`src/rtl/imem_arb_pkg.sv`:
```
// Shared types and helpers for the instruction-memory arbiter.
package imem_arb_pkg;

   typedef enum logic [2:0] {
      NONE,
      FETCH,
      FETCH_MIS,
      LD_RD,
      LD_WR
   } resp_owner_e;

   localparam logic [31:0] NOP_INSTR = 32'h0000_0013;

   function automatic int unsigned idx_w(input int unsigned depth);
      return (depth > 1) ? $clog2(depth) : 1;
   endfunction

endpackage

```
`src/rtl/imem_starve_ctr.sv`:
```
// Saturating count of consecutive denied loader cycles; raises force_ld at the limit.
module imem_starve_ctr #(
   parameter int unsigned STARVE_MAX = 8
) (
   input  logic clk,
   input  logic rst,
   input  logic ld_req,
   input  logic ld_gnt,
   output logic force_ld
);

   localparam logic [7:0] LIMIT = 8'(STARVE_MAX);

   logic [7:0] starve_cnt;

   always_ff @(posedge clk or posedge rst) begin
      if (rst) begin
         starve_cnt <= '0;
      end else if (!ld_req || ld_gnt) begin
         starve_cnt <= '0;
      end else if (starve_cnt != LIMIT) begin
         starve_cnt <= starve_cnt + 8'd1;
      end
   end

   assign force_ld = ld_req && (starve_cnt == LIMIT);

endmodule

```
`src/rtl/imem_arbiter.sv`:
```
// Fetch/loader arbiter for a single-port 1-cycle synchronous instruction RAM.
// Optional write protection (wr_lock/ld_err) is enabled with IMEM_WR_PROTECT_EN.
module imem_arbiter #(
   parameter int unsigned DEPTH_WORDS = 1024,
   parameter int unsigned STARVE_MAX  = 8,
   parameter logic [31:0] NOP_INSTR   = imem_arb_pkg::NOP_INSTR,
   localparam int unsigned IDX_W      = imem_arb_pkg::idx_w(DEPTH_WORDS)
) (
   input  logic             clk,
   input  logic             rst,
   input  logic             fetch_req,
   input  logic [31:0]      fetch_addr,
   output logic             fetch_gnt,
   output logic             fetch_rvalid,
   output logic [31:0]      fetch_rdata,
   output logic             fetch_err,
   input  logic             ld_req,
   input  logic             ld_we,
   input  logic [31:0]      ld_addr,
   input  logic [31:0]      ld_wdata,
   output logic             ld_gnt,
   output logic             ld_rvalid,
   output logic [31:0]      ld_rdata,
`ifdef IMEM_WR_PROTECT_EN
   input  logic             wr_lock,
   output logic             ld_err,
`endif
   output logic             mem_en,
   output logic             mem_we,
   output logic [IDX_W-1:0] mem_addr,
   output logic [31:0]      mem_wdata,
   input  logic [31:0]      mem_rdata
);

   import imem_arb_pkg::*;

   resp_owner_e      owner_d, owner_q;
   logic             force_ld;
   logic             fetch_mis;
   logic [IDX_W-1:0] fetch_idx, ld_idx;
   logic             unused_addr_bits;

   assign fetch_idx = fetch_addr[IDX_W+1:2];
   assign ld_idx    = ld_addr[IDX_W+1:2];
   assign fetch_mis = (fetch_addr[1:0] != 2'b00);
   assign unused_addr_bits = ^{fetch_addr[31:IDX_W+2], ld_addr[31:IDX_W+2], ld_addr[1:0]};

   imem_starve_ctr #(
      .STARVE_MAX(STARVE_MAX)
   ) u_starve (
      .clk     (clk),
      .rst     (rst),
      .ld_req  (ld_req),
      .ld_gnt  (ld_gnt),
      .force_ld(force_ld)
   );

`ifdef IMEM_WR_PROTECT_EN
   logic lock_d, err_q;
`endif

   always_comb begin
      fetch_gnt = 1'b0;
      ld_gnt    = 1'b0;
      mem_en    = 1'b0;
      mem_we    = 1'b0;
      mem_addr  = fetch_idx;
      mem_wdata = ld_wdata;
      owner_d   = NONE;
`ifdef IMEM_WR_PROTECT_EN
      lock_d    = 1'b0;
`endif
      if (force_ld)       ld_gnt    = 1'b1;
      else if (fetch_req) fetch_gnt = 1'b1;
      else if (ld_req)    ld_gnt    = 1'b1;

      if (fetch_gnt) begin
         if (fetch_mis) begin
            owner_d = FETCH_MIS;
         end else begin
            mem_en  = 1'b1;
            owner_d = FETCH;
         end
      end

      if (ld_gnt) begin
         mem_addr = ld_idx;
         mem_en   = 1'b1;
         mem_we   = ld_we;
         owner_d  = ld_we ? LD_WR : LD_RD;
`ifdef IMEM_WR_PROTECT_EN
         // A locked write still gets a response slot, but never reaches the RAM.
         if (ld_we && wr_lock) begin
            mem_en = 1'b0;
            mem_we = 1'b0;
            lock_d = 1'b1;
         end
`endif
      end
   end

   always_ff @(posedge clk or posedge rst) begin
      if (rst) begin
         owner_q <= NONE;
`ifdef IMEM_WR_PROTECT_EN
         err_q   <= 1'b0;
`endif
      end else begin
         owner_q <= owner_d;
`ifdef IMEM_WR_PROTECT_EN
         err_q   <= lock_d;
`endif
      end
   end

   assign fetch_rvalid = (owner_q == FETCH) || (owner_q == FETCH_MIS);
   assign fetch_err    = (owner_q == FETCH_MIS);
   assign fetch_rdata  = (owner_q == FETCH)     ? mem_rdata :
                         (owner_q == FETCH_MIS) ? NOP_INSTR : '0;
   assign ld_rvalid    = (owner_q == LD_RD) || (owner_q == LD_WR);
   assign ld_rdata     = (owner_q == LD_RD) ? mem_rdata : '0;
`ifdef IMEM_WR_PROTECT_EN
   assign ld_err       = err_q;
`endif

endmodule

```
`config.mk`:
```
export PLATFORM = sky130hd
export DESIGN_NAME = imem_arbiter
export DESIGN_NICKNAME = d
export VERILOG_FILES = /design/src/rtl/imem_arb_pkg.sv /design/src/rtl/imem_starve_ctr.sv /design/src/rtl/imem_arbiter.sv
export SDC_FILE = /design/constraint.sdc
export NUM_CORES = 1
export LEC_CHECK = 0
export ABC_AREA = 0
export BUFFER_PORTS_ARGS = -buffer_cell sky130_fd_sc_hd__buf_2
export CAP_MARGIN = 15
export CORE_AREA = 3 3 95 97
export DETAILED_ROUTE_END_ITERATION = 12
export DIE_AREA = 0 0 98 100
export HOLD_SLACK_MARGIN = 0.1
export PLACE_DENSITY = 0.56
export REMOVE_ABC_BUFFERS = 1
export SLEW_MARGIN = 5
export SYNTH_ARGS = -nofsm -noshare
export SYNTH_HDL_FRONTEND = slang
export SYNTH_HIERARCHICAL = 1
export SYNTH_SLANG_ARGS = --single-unit
```
`constraint.sdc`:
```
create_clock -name clk -period 6.29 [get_ports clk]
set_input_delay 1.258 -clock clk [delete_from_list [all_inputs] [get_ports clk]]
set_output_delay 1.258 -clock clk [all_outputs]
set_load 0.01 [all_outputs]
```
# After elaboration in Yosys (flattened, before gate mapping)
# Cells that the tools add are included.
[totals]
output_inout_bits = 113
elab_cells = 35
regBits = 11
[classes]
add_sub_neg = 1
reduce_logical = 7
n_mux = 19
eq_ne = 6
[op_table]
columns = ["operator", "n"]
rows = [
  ["$mux 32", 2],
  ["$mux 8", 2],
  ["$mux 10", 1],
  ["$mux 1", 9],
  ["$add 8x1->8 const B", 1],
  ["$eq 8x4->1 const B", 1],
  ["$ne 8x4->1 const B", 1],
  ["$eq 3x2->1 const B", 2],
  ["$mux 3", 2],
  ["$mux 5", 1],
  ["$mux 2", 2],
  ["$reduce_bool 2->1", 2],
  ["$eq 3x1->1 const B", 1],
  ["$eq 3x3->1 const B", 1],
  ["$logic_or 1x1->1", 3],
  ["$logic_and 1x1->1", 1],
  ["$logic_not 1->1", 1],
]

# Depth between registers and ports, before layout
# Gate-level depths: netlist (run 1).
[logic_depth]
depth_word = 5
depth_mapped = 10
ltp_nobuf = 9

# By module
# Netlist (run 1), hierarchy kept.
[modules_own_cells]
columns = ["mod", "seq_area_each_um2", "instances", "area_each_um2", "cells_each"]
rows = [
  ["imem_arbiter", 75.1, 1, 1037.2, 141],
  ["imem_starve_ctr", 200.2, 1, 456.7, 49],
]

# Worst setup path after synthesis (run 1)
# OpenSTA, ideal clock, no wires.
[synth_timing]
kind = "in2out"
startpoint = "input port ld_req"
endpoint = "output port mem_addr[8]"
required_ns = 5.032
setup_slack_ns = 2.889
path_stages = 4
arrival_time_ns = 2.143
cell_sequence = "and3_1 a21oi_4 buf_6 mux2_1"
[synth_between]
elab_chain_len = 4
word_cells_on_any_way = 5
[synth_lines]
columns = ["element", "line", "text"]
rows = [
  ["from (decl)", "imem_arbiter.sv:17", "input logic ld_req,"],
  ["$mux 1", "imem_arbiter.sv:75", "else if (ld_req) ld_gnt = 1'b1;"],
  ["$mux 1", "imem_arbiter.sv:74", "else if (fetch_req) fetch_gnt = 1'b1;"],
  ["$mux 1 (*)", "imem_arbiter.sv:73", "if (force_ld) ld_gnt = 1'b1;"],
  ["$mux 10 (*)", "imem_arbiter.sv:86", "if (ld_gnt) begin"],
  ["to (decl)", "imem_arbiter.sv:30", "output logic [IDX_W-1:0] mem_addr,"],
]
# Every way passes the cells marked *; elsewhere a longest branch is shown, timed or not.

# Worst setup path after layout (run 1)
[layout_timing]
startpoint = "input port ld_req"
endpoint = "output port mem_addr[4]"
[layout_between]
word_cells_on_any_way = 5
[layout_lines]
columns = ["element", "line", "text"]
rows = [
  ["$logic_and 1x1->1", "imem_starve_ctr.sv:26", "assign force_ld = ld_req && (starve_cnt == LIMIT);"],
  ["named net force_ld", "imem_arbiter.sv:38", "logic force_ld;"],
  ["$mux 1", "imem_arbiter.sv:73", ""],
  ["$mux 10", "imem_arbiter.sv:86", ""],
]
# The timed path passes the listed nets, and every way through them passes these cells.

==> results.md, run 1 <==
- Final antenna diode count: 0
- Mapped Area: 1490 sq um
- Avg Inst Size Synth: 7.86 sq um
- R2r startpoint: u_starve/starve_cnt[0]
- Mapped Cells: 190
- Initial antenna violation count: 0
- Max Buffers Root-to-Sink: 2
- Die Width: 98 um
- Io pins: 246
- Via density: 4.22
- Commonest non-fill, non-tap cell in the layout: buf_2
- CP Buf/Inv Count: 2
- Reg2reg end: u_starve/starve_cnt[0]
- Worst Path Required: 5.03 ns
- RePlAce Congestion: 0.918
- Slowest stage cell, crit path: mux2_2
- WL/cell: 21.7 um
- Antenna violation net count after detailed routing: 0
- Period utilisation layout: 59.6%
- Combinational power share: 38.7%
- Worst R2R Setup Slack: 3.99 ns
- First-pass GRT wire length: 11500 um
- Crit Path Category: input port to primary output
- R2r worst-path depth: 8
- Outcome: finished clean
- Layout area overhead: 37.7%
- Sw Ratio: 32.7%
- Grt met2 use: 34.9%
- GR Overflow Total: 0
- Simple-gate share of the synthesized area: 40.1%
- Core Region: 8220 sq um
- Sequential area share after synthesis: 18.4%
- RSZ-0062 raised after global routing: false
- Startpoint Class: input port
- Clock sink count: 11
- DRC viols: 0
- Design area: 2060 sq um
- DP Cell Count: 393
- Ys flop type: dfrtp_1
- Achievable Freq: 267 MHz
- Post-synth EDFFs: 0
- Die footprint: 9800 sq um
- Tmin final: 3.75 ns
- Slew @ Worst Pin: 0.830 ns
- Worst setup EP type: primary output
- Pins over their slew limit: 0
- Part of the power in registers: 31.8%
- Ys async rst share: 100%
- Fraction of the mapped netlist area in adder cells: 1.68%
- Xor and xnor area share after synthesis: 1.17%
- Maximum fanout along the worst path: 15
- Reg clk slew, reported paths: 0.05 ns
- Leak: 1.19 nW
- TritonCTS clock tree: done
- Relative slew slack: 44.6%
- Grt peak-use layer: met2
- Starting DRT DRC Count: 32
- Clock share of power: 29.5%
- Clock latency on the worst-skew pair: 0.24 ns
- GR met1 Demand/Resource: 10.7%
- CTS-repair resized insts: 0
- Hold crit path type: flop to flop
- Die height: 100 um
- Cell Chain, Critical Path: buf_2 > and3_1 > a21oi_4 > mux2_2 > buf_2
- Largest net degree at the start of global routing: 34
- Initial Util: 18.2%
- Power Internal: 0.000164 W
- Cell row count: 33
- Dpl ws: 2.53 ns
- Hold path start: u_starve/starve_cnt[7]
- PD cells: 119 nW/um^2
- Worst hold stages: 2
- GRT Resource Usage Total: 16.9%
- GR Util met3: 13.8%
- Area of the multi-input gates: 880 sq um
- H-tree depth: 1
- Cell Area, Placed: 2010 sq um
- Root Driver: clkbuf_8
- Post-Route Setup TNS: 0 ns
- Final nets: 428
- Synth Warn #: 6
- Vias in the first global route: 1559
- Port bufs: 139
- Largest family of logic cells by synthesized area: simple AND/OR/NAND/NOR gates
- Final worst slack: 2.54 ns
- Post-synthesis cell type count: 37
- Final core occ: 25.0%
- Family with the most delay on the worst path: multiplexers
- Max-cap viol count: 0
- Register bit total from synthesis: 11
- Commonest non-fill, non-tap cells in the layout: 139 x buf_2, 61 x and2_1, 11 x dfrtp_1, 9 x mux2_2, 9 x a21oi_1
- Clock Skew: 0.00815 ns
- Vias post-DR: 1676
- Fraction of layout cells with a size suffix above 1: 54.5%
- IR drop worst, VDD: 0.0615 mV
- Fillers: 943
- Hold buffers post-CTS: 0
- Reg area: 275 sq um
- Net Sw Power: 0.0000798 W
- Mux cell area share after synthesis: 7.54%
- Post-CTS setup buffer count: 0
- Synth Area in Compound Gates: 8.38%
- Final setup fails: 0
- Final hold vios: 0
- Routed WL: 8620 um
- Cell mode on critical path: buf_2
- TritonCTS buffer count: 3
- Worst EP arrival: 2.49 ns
- Final std cells w/o fill: 397
- DRT Pass-1 Iters: 4
- Hold endpoint: u_starve/starve_cnt[7]
- Critical path's largest stage delay: 0.39 ns
- Hpwl dp: 8020 um
routing by layer:
layer  wire [um]  up-vias
li1            -      780
met1        1880      701
met2        4830      189
met3        1770        6
met4         133        0
met5           0        -
tightest hold or removal path: stages, from the launching register on:
cell	delay [ns]
dfrtp_1	0.40
o31ai_1	0.08
a21oi_1	0.06
cell families (layout without fill, tap and decap cells):
kind of cell / count (synthesis) / in the layout
adders and majority gates: 2 / 2
muxes: 10 / 10
xor gates and xnor gates: 2 / 2
DFF: 11 / 11
AOI/OAI and AO/OA: 19 / 19
buffers and inverters: 49 / 151
and+or+nand+nor: 97 / 97
final cells by class:
type | instances | share of cell area, %
multi-input cells | 130 | 42.8
well taps | 105 | 6.39
inverters | 8 | 1.46
repair buffers | 139 | 33.8
flip-flops and latches | 11 | 13.4
clock buffers | 4 | 2.19
per-stage QoR:
stage	hold slack [ns]	total power, W
floorplan	0.530	0.000124
global placement	0.553	0.000172
detailed placement	0.566	0.000174
CTS	0.575	0.000247
global route	0.624	0.000259
finish	0.579	0.000244
registers in the layout, indices dropped and copies added (netlist names):
name	count
u_starve/starve_cnt	8
owner_q	3
power by group through the flow:
stage | sequential (W) | combinational (W) | clock, W
2_1_floorplan | 0.0000777 | 0.0000467 | 0
3_3_place_gp | 0.0000787 | 0.0000931 | 0
3_5_place_dp | 0.0000787 | 0.0000948 | 0
6_report | 0.0000775 | 0.0000944 | 0.0000719
4_1_cts | 0.0000775 | 0.0000951 | 0.0000744
5_1_grt | 0.0000780 | 0.000104 | 0.0000776
worst max path at each step:
stage           start     endpoint  slack [ns]  depth (start not counted)
2_1_floorplan  ld_req  mem_addr[0]        2.89                          3
3_3_place_gp   ld_req  mem_addr[8]        2.56                          5
3_5_place_dp   ld_req  mem_addr[4]        2.53                          5
4_1_cts        ld_req  mem_addr[4]        2.53                          5
5_1_grt        ld_req  mem_addr[4]        2.46                          5
6_report       ld_req  mem_addr[4]        2.54                          5
cells in the mapped netlist, types with 2 or more instances:
master,n,area share [%]
and2_1,61,26
clkbuf_2,4,1.3
xor2_1,2,1.2
nor3_1,2,0.67
ha_1,2,1.7
buf_4,32,16
dfrtp_1,11,18
nor2_1,6,1.5
nand2_1,7,1.8
inv_1,7,1.8
mux2_2,9,6.8
a21oi_1,9,3.0
nand2b_1,2,0.84
o31ai_1,2,1.0
o21ai_0,3,1.0
nand3_1,5,1.7
buf_6,4,3.0
nor2b_1,3,1.3
Note: power is estimated with default switching activity, not from simulation.
==> run 2: changes to the inputs <==
ABC_AREA = 1   (was 0)
CORE_AREA = 3 3 94 96   (was 3 3 95 97)
DIE_AREA = 0 0 97 99   (was 0 0 98 100)
PLACE_DENSITY = 0.6   (was 0.56)
clock period = 3.28 ns   (was 6.29 ns; I/O delays follow)
==> results.md, run 2 <==
- Outcome: finished clean
- Routed WL: 5690 um
- CTS-repair resized insts: 0
- Register bit total from synthesis: 11
- Sequential area share after synthesis: 17.6%
- Fin Hold WS: 0.287 ns
- TritonCTS clock tree: done
- Clock sink count: 11
- Largest net degree at the start of global routing: 34
- Commonest non-fill, non-tap cells in the layout: 139 x buf_2, 71 x nor2_1, 56 x inv_1, 38 x nand2_1, 31 x nand3_1
- Fillers: 917
- Hold buffers post-CTS: 0
- Post-synthesis cell type count: 19
- Commonest cells in the synthesized netlist: 71 x nor2_1, 56 x inv_1, 38 x nand2_1, 32 x buf_4, 31 x nand3_1
- Clock latency on the worst-skew pair: 0.24 ns
- Net Sw Power: 0.000168 W
- DRC viols: 0
- Maximum fanout along the worst path: 13
- CP Buf/Inv Count: 5
- Layout area overhead: 34.5%
- Final hold vios: 0
- Period utilisation layout: 87.7%
- Ys async rst share: 100%
- Cell row count: 33
- Startpoint Class: flop
- Max FFs per register: 8
- First-pass GRT wire length: 8780 um
- Root Driver: clkbuf_8
- Synth Warn #: 6
- Final setup fails: 0
- Die footprint: 9600 sq um
- Final std cells w/o fill: 478
- Starting DRT DRC Count: 35
- Vias in the first global route: 1729
- Top-count cell post-synth: nor2_1
- Yosys top cell area share: 17.6%
- Max Buffers Root-to-Sink: 2
- Die Width: 97 um
- Max-cap viol count: 0
- Initial antenna violation count: 0
- Sw Ratio: 35.5%
- Initial Util: 19.2%
- R2r worst-path depth: 12
- RSZ-0062 raised after global routing: false
- Port bufs: 139
- Io pins: 246
- TritonCTS buffer count: 3
- Largest area contributor in the netlist: dfrtp_1
- WL/cell: 11.9 um
- DP Cell Count: 474
- Worst setup EP type: primary output
- Pins over their slew limit: 0
- Final nets: 509
- Final antenna diode count: 0
- Largest register by flop count: u_starve/starve_cnt
- Critical path depth in cells: 12
- Avg Inst Size Synth: 5.73 sq um
- Clock Skew: 0.00432 ns
- Achievable Freq: 348 MHz
- GRT Resource Usage Total: 11.1%
- Post-synth EDFFs: 0
- Mapped Area: 1560 sq um
- Slew @ Worst Pin: 0.593 ns
- Hpwl dp: 4760 um
- Part of the power in registers: 31.1%
- Die height: 99 um
- Cell Chain, Critical Path: inv_1 > ha_1 > inv_1 > nor2_1 > nand2_1 > nor2_1 > inv_1 > nand2_1 > inv_1 > nand2_1 > nand2_1 > buf_2
- H-tree depth: 1
- DRT Pass-1 Iters: 4
- Family with the most delay on the worst path: buffers and inverters
- Power Internal: 0.000304 W
- Commonest non-fill, non-tap cell in the layout: buf_2
- Relative slew slack: 60.4%
- Mapped Cells: 273
- Leak: 1.46 nW
- Tmin final: 2.88 ns
- RePlAce Congestion: 0.868
- Ys flop type: dfrtp_1
- Vias post-DR: 1917
- Slowest stage cell, crit path: dfrtp_1
- Crit Path Category: flop to primary output
- Post-Route Setup TNS: 0 ns
- Hold crit path type: input port to asynchronous set/reset pin
- IR drop worst, VDD: 0.108 mV
- PD cells: 225 nW/um^2
- Reg clk slew, reported paths: 0.05 ns
- Antenna violation net count after detailed routing: 0
- Post-CTS setup buffer count: 0
- GR Overflow Total: 0
- Via density: 4.01
- Fraction of layout cells with a size suffix above 1: 40.5%
- Combinational power share: 39.9%
- Critical path's largest stage delay: 0.37 ns
- Worst EP arrival: 2.22 ns
- Worst Path Required: 2.62 ns
- Biggest regs: u_starve/starve_cnt (8), owner_q (3)
- Clock share of power: 29.0%
- Ranking of synthesized cells by area: dfrtp_1 18%, nor2_1 17%, buf_4 15%
- Core Region: 8130 sq um
run 2: cell count changes in the layout (fill, tap and decap cells not counted), sizes merged, moves of 4 or more:
cell | before | now
mux2 | 10 | 0
nor2 | 7 | 77
and2 | 61 | 0
nand3 | 5 | 33
a21oi | 10 | 4
nand4 | 0 | 4
inv | 8 | 56
nand2 | 8 | 39
run 2: final timing paths:
kind,from,to,slack (ns)
max in group asynchronous,rst,u_starve/starve_cnt[0],2.65
max reg2reg,u_starve/starve_cnt[0],u_starve/starve_cnt[6],1.22
min in group clk,u_starve/starve_cnt[0],u_starve/starve_cnt[0],0.55
min,rst,owner_q[0],0.29
max,u_starve/starve_cnt[0],mem_en,0.40
min reg2reg,u_starve/starve_cnt[0],u_starve/starve_cnt[0],0.55
run 2: area by class of cell:
cell class              instances  area, sq um  area share, %
flip-flops and latches         11          275           13.1
clock buffers                   4         45.0           2.14
multi-input cells             163          746           35.5
repair buffers                139          696           33.1
well taps                     105          131           6.25
inverters                      56          210           9.99
run 2: layer usage:
layer	part of all wire (%)	global-route usage, %	wire [um]	up-vias
li1	-	-	-	975
met1	42	13.4	2370	790
met2	40	16.2	2270	147
met3	17	6.44	996	5
met4	1.0	3.13	58	0
met5	0	4.10	0	-
run 2: cells by family (layout without fill, tap and decap cells):
| logic type | Yosys count | in the layout | synth area share [%] |
|---|---|---|---|
| flops | 11 | 11 | 17.6 |
| xor+xnor | 2 | 2 | 1.12 |
| compound gates | 5 | 5 | 1.76 |
| fa+ha+maj | 2 | 2 | 1.60 |
| simple gates | 154 | 154 | 43.2 |
| buf+inv | 99 | 199 | 34.7 |
run 2: power groups by stage:
| stage | sequential (W) | combinational [W] | clock (W) |
|---|---|---|---|
| 6_report | 0.000147 | 0.000188 | 0.000137 |
| 5_1_grt | 0.000148 | 0.000215 | 0.000147 |
| 4_1_cts | 0.000147 | 0.000191 | 0.000141 |
| 3_5_place_dp | 0.000149 | 0.000190 | 0 |
| 3_3_place_gp | 0.000149 | 0.000188 | 0 |
| 2_1_floorplan | 0.000148 | 0.0000988 | 0 |
run 2: through the flow:
| step | worst slack [ns] | area (sq um) | power (W) | util (%) |
|---|---|---|---|---|
| floorplan | 0.954 | 1230 | 0.000246 | - |
| global placement | 0.655 | 2060 | 0.000337 | 25.3 |
| detailed placement | 0.627 | 2060 | 0.000339 | 25.3 |
| CTS | 0.380 | 2100 | 0.000479 | 25.9 |
| global route | 0.102 | 2100 | 0.000510 | 25.9 |
| finish | 0.404 | 2100 | 0.000472 | 25.9 |
==> run 3: changes to the inputs <==
CORE_AREA = 2 2 96 98   (was 3 3 94 96)
DIE_AREA = 0 0 98 100   (was 0 0 97 99)
PLACE_DENSITY = 0.57   (was 0.6)
==> results.md, run 3 (same netlist as run 2, synthesis figures left out) <==
- Outcome: finished clean
- Leak: 1.46 nW
- Hpwl dp: 5660 um
- Initial Util: 17.6%
- Post-Route Setup TNS: 0 ns
- Die footprint: 9800 sq um
- Antenna violation net count after detailed routing: 0
- First-pass GRT wire length: 9540 um
- GRT Resource Usage Total: 12.4%
- Fin Hold WS: 0.297 ns
- Sw Ratio: 35.3%
- Clock Skew: 0.00145 ns
- Combinational power share: 40.4%
- Pins over their slew limit: 0
- PD cells: 223 nW/um^2
- R2r startpoint: u_starve/starve_cnt[0]
- Power Internal: 0.000304 W
- Core Region: 8890 sq um
- Worst setup path endpoint: mem_en
- Worst setup EP type: primary output
- Clock sink count: 11
- Io pins: 246
- WL/cell: 13.4 um
- Final nets: 509
- H-tree depth: 1
- Max-cap viol count: 0
- Maximum fanout along the worst path: 13
- Tmin final: 2.94 ns
- CTS-repair resized insts: 0
- Cell row count: 35
- Largest register by flop count: u_starve/starve_cnt
- RePlAce Congestion: 0.781
- Layout area overhead: 35.0%
- Post-CTS setup buffer count: 0
- Clock share of power: 28.3%
- DRT Pass-1 Iters: 4
- TritonCTS clock tree: done
- DRC viols: 0
- Biggest regs: u_starve/starve_cnt (8), owner_q (3)
- Port bufs: 139
- Commonest non-fill, non-tap cell in the layout: buf_2
- Achievable Freq: 340 MHz
- Die height: 100 um
- Via density: 4.10
- Part of the power in registers: 31.4%
- Final antenna diode count: 0
- Largest net degree at the start of global routing: 34
- Reg clk slew, reported paths: 0.05 ns
- Clock latency on the worst-skew pair: 0.23 ns
- PnR Total Power: 0.000470 W
- Max FFs per register: 8
- IR drop worst, VDD: 0.147 mV
- R2r worst-path depth: 12
- Max Buffers Root-to-Sink: 2
- Hold crit path type: input port to asynchronous set/reset pin
- Initial antenna violation count: 0
- Worst Path Required: 2.62 ns
- Vias in the first global route: 1804
- RSZ-0062 raised after global routing: false
- Worst Setup SP: u_starve/starve_cnt[0]
- Final hold vios: 0
- Net Sw Power: 0.000166 W
- Final setup fails: 0
- Relative slew slack: 61.8%
- Worst EP arrival: 2.29 ns
- Hold buffers post-CTS: 0
- Period utilisation layout: 89.7%
- Startpoint Class: flop
- Final core occ: 23.7%
- Commonest non-fill, non-tap cells in the layout: 139 x buf_2, 71 x nor2_1, 56 x inv_1, 38 x nand2_1, 31 x nand3_1
- Vias post-DR: 1983
- Reg2reg end: u_starve/starve_cnt[6]
- Routed WL: 6490 um
- Root Driver: clkbuf_8
- Fraction of layout cells with a size suffix above 1: 40.5%
- TritonCTS buffer count: 3
- Crit Path Category: flop to primary output
- GR Overflow Total: 0
- Worst R2R Setup Slack: 1.18 ns
- Slew @ Worst Pin: 0.572 ns
- Die Width: 98 um
- Starting DRT DRC Count: 37
## run 3: cell counts in the layout (fill, tap and decap cells not counted)
No cell type changed its count.
## run 3: worst min path at each step
stage / cells after the start / end / slack [ns] / from
global placement: 2 / u_starve/starve_cnt[0] / 0.53 / u_starve/starve_cnt[0]
finish: 2 / owner_q[0] / 0.30 / rst
floorplan: 1 / owner_q[0] / 0.41 / rst
CTS: 2 / owner_q[2] / 0.30 / rst
detailed placement: 2 / owner_q[2] / 0.55 / rst
global route: 2 / owner_q[0] / 0.31 / rst
## run 3: final cells by class
class | count | area, sq um
flip-flops and latches | 11 | 275
fillers | 1000 | 6780
multi-input cells | 163 | 746
repair buffers | 139 | 696
inverters | 56 | 210
clock buffers | 4 | 45.0
well taps | 111 | 139
## run 3: through the flow
step | cell area [sq um] | cells | setup WS (ns)
after CTS | 2110 | 484 | 0.331
after floorplan | 1230 | 230 | 0.954
after global routing | 2110 | 484 | 0.0831
after detailed placement | 2070 | 480 | 0.610
after global placement | 2070 | 480 | 0.655
final | 2110 | 484 | 0.338
## run 3: power by group through the flow
| stage | Sequential [W] | Clock (W) | Combinational (W) |
|---|---|---|---|
| detailed placement | 0.000150 | 0 | 0.000191 |
| floorplan | 0.000148 | 0 | 0.0000988 |
| CTS | 0.000147 | 0.000139 | 0.000192 |
| finish | 0.000147 | 0.000133 | 0.000190 |
| global route | 0.000148 | 0.000146 | 0.000214 |
| global placement | 0.000150 | 0 | 0.000189 |
## run 3: routing by layer
layer	wire [um]	vias up	track usage, %	part of all wire, %
li1	-	971	-	-
met1	2240	845	12.3	35
met2	3020	165	21.9	46
met3	1210	2	8.57	19
met4	21	0	1.39	0.32
met5	0	-	2.56	0
## run 3: worst max-delay path: stages (launching register included)
cell and delay (ns):
dfrtp_1 0.37, inv_1 0.10, ha_1 0.22, inv_1 0.05, nor2_1 0.03, nand2_1 0.11, nor2_1 0.05, inv_1 0.29
nand2_1 0.33, inv_1 0.19, nand2_1 0.08, nand2_1 0.07, buf_2 0.13
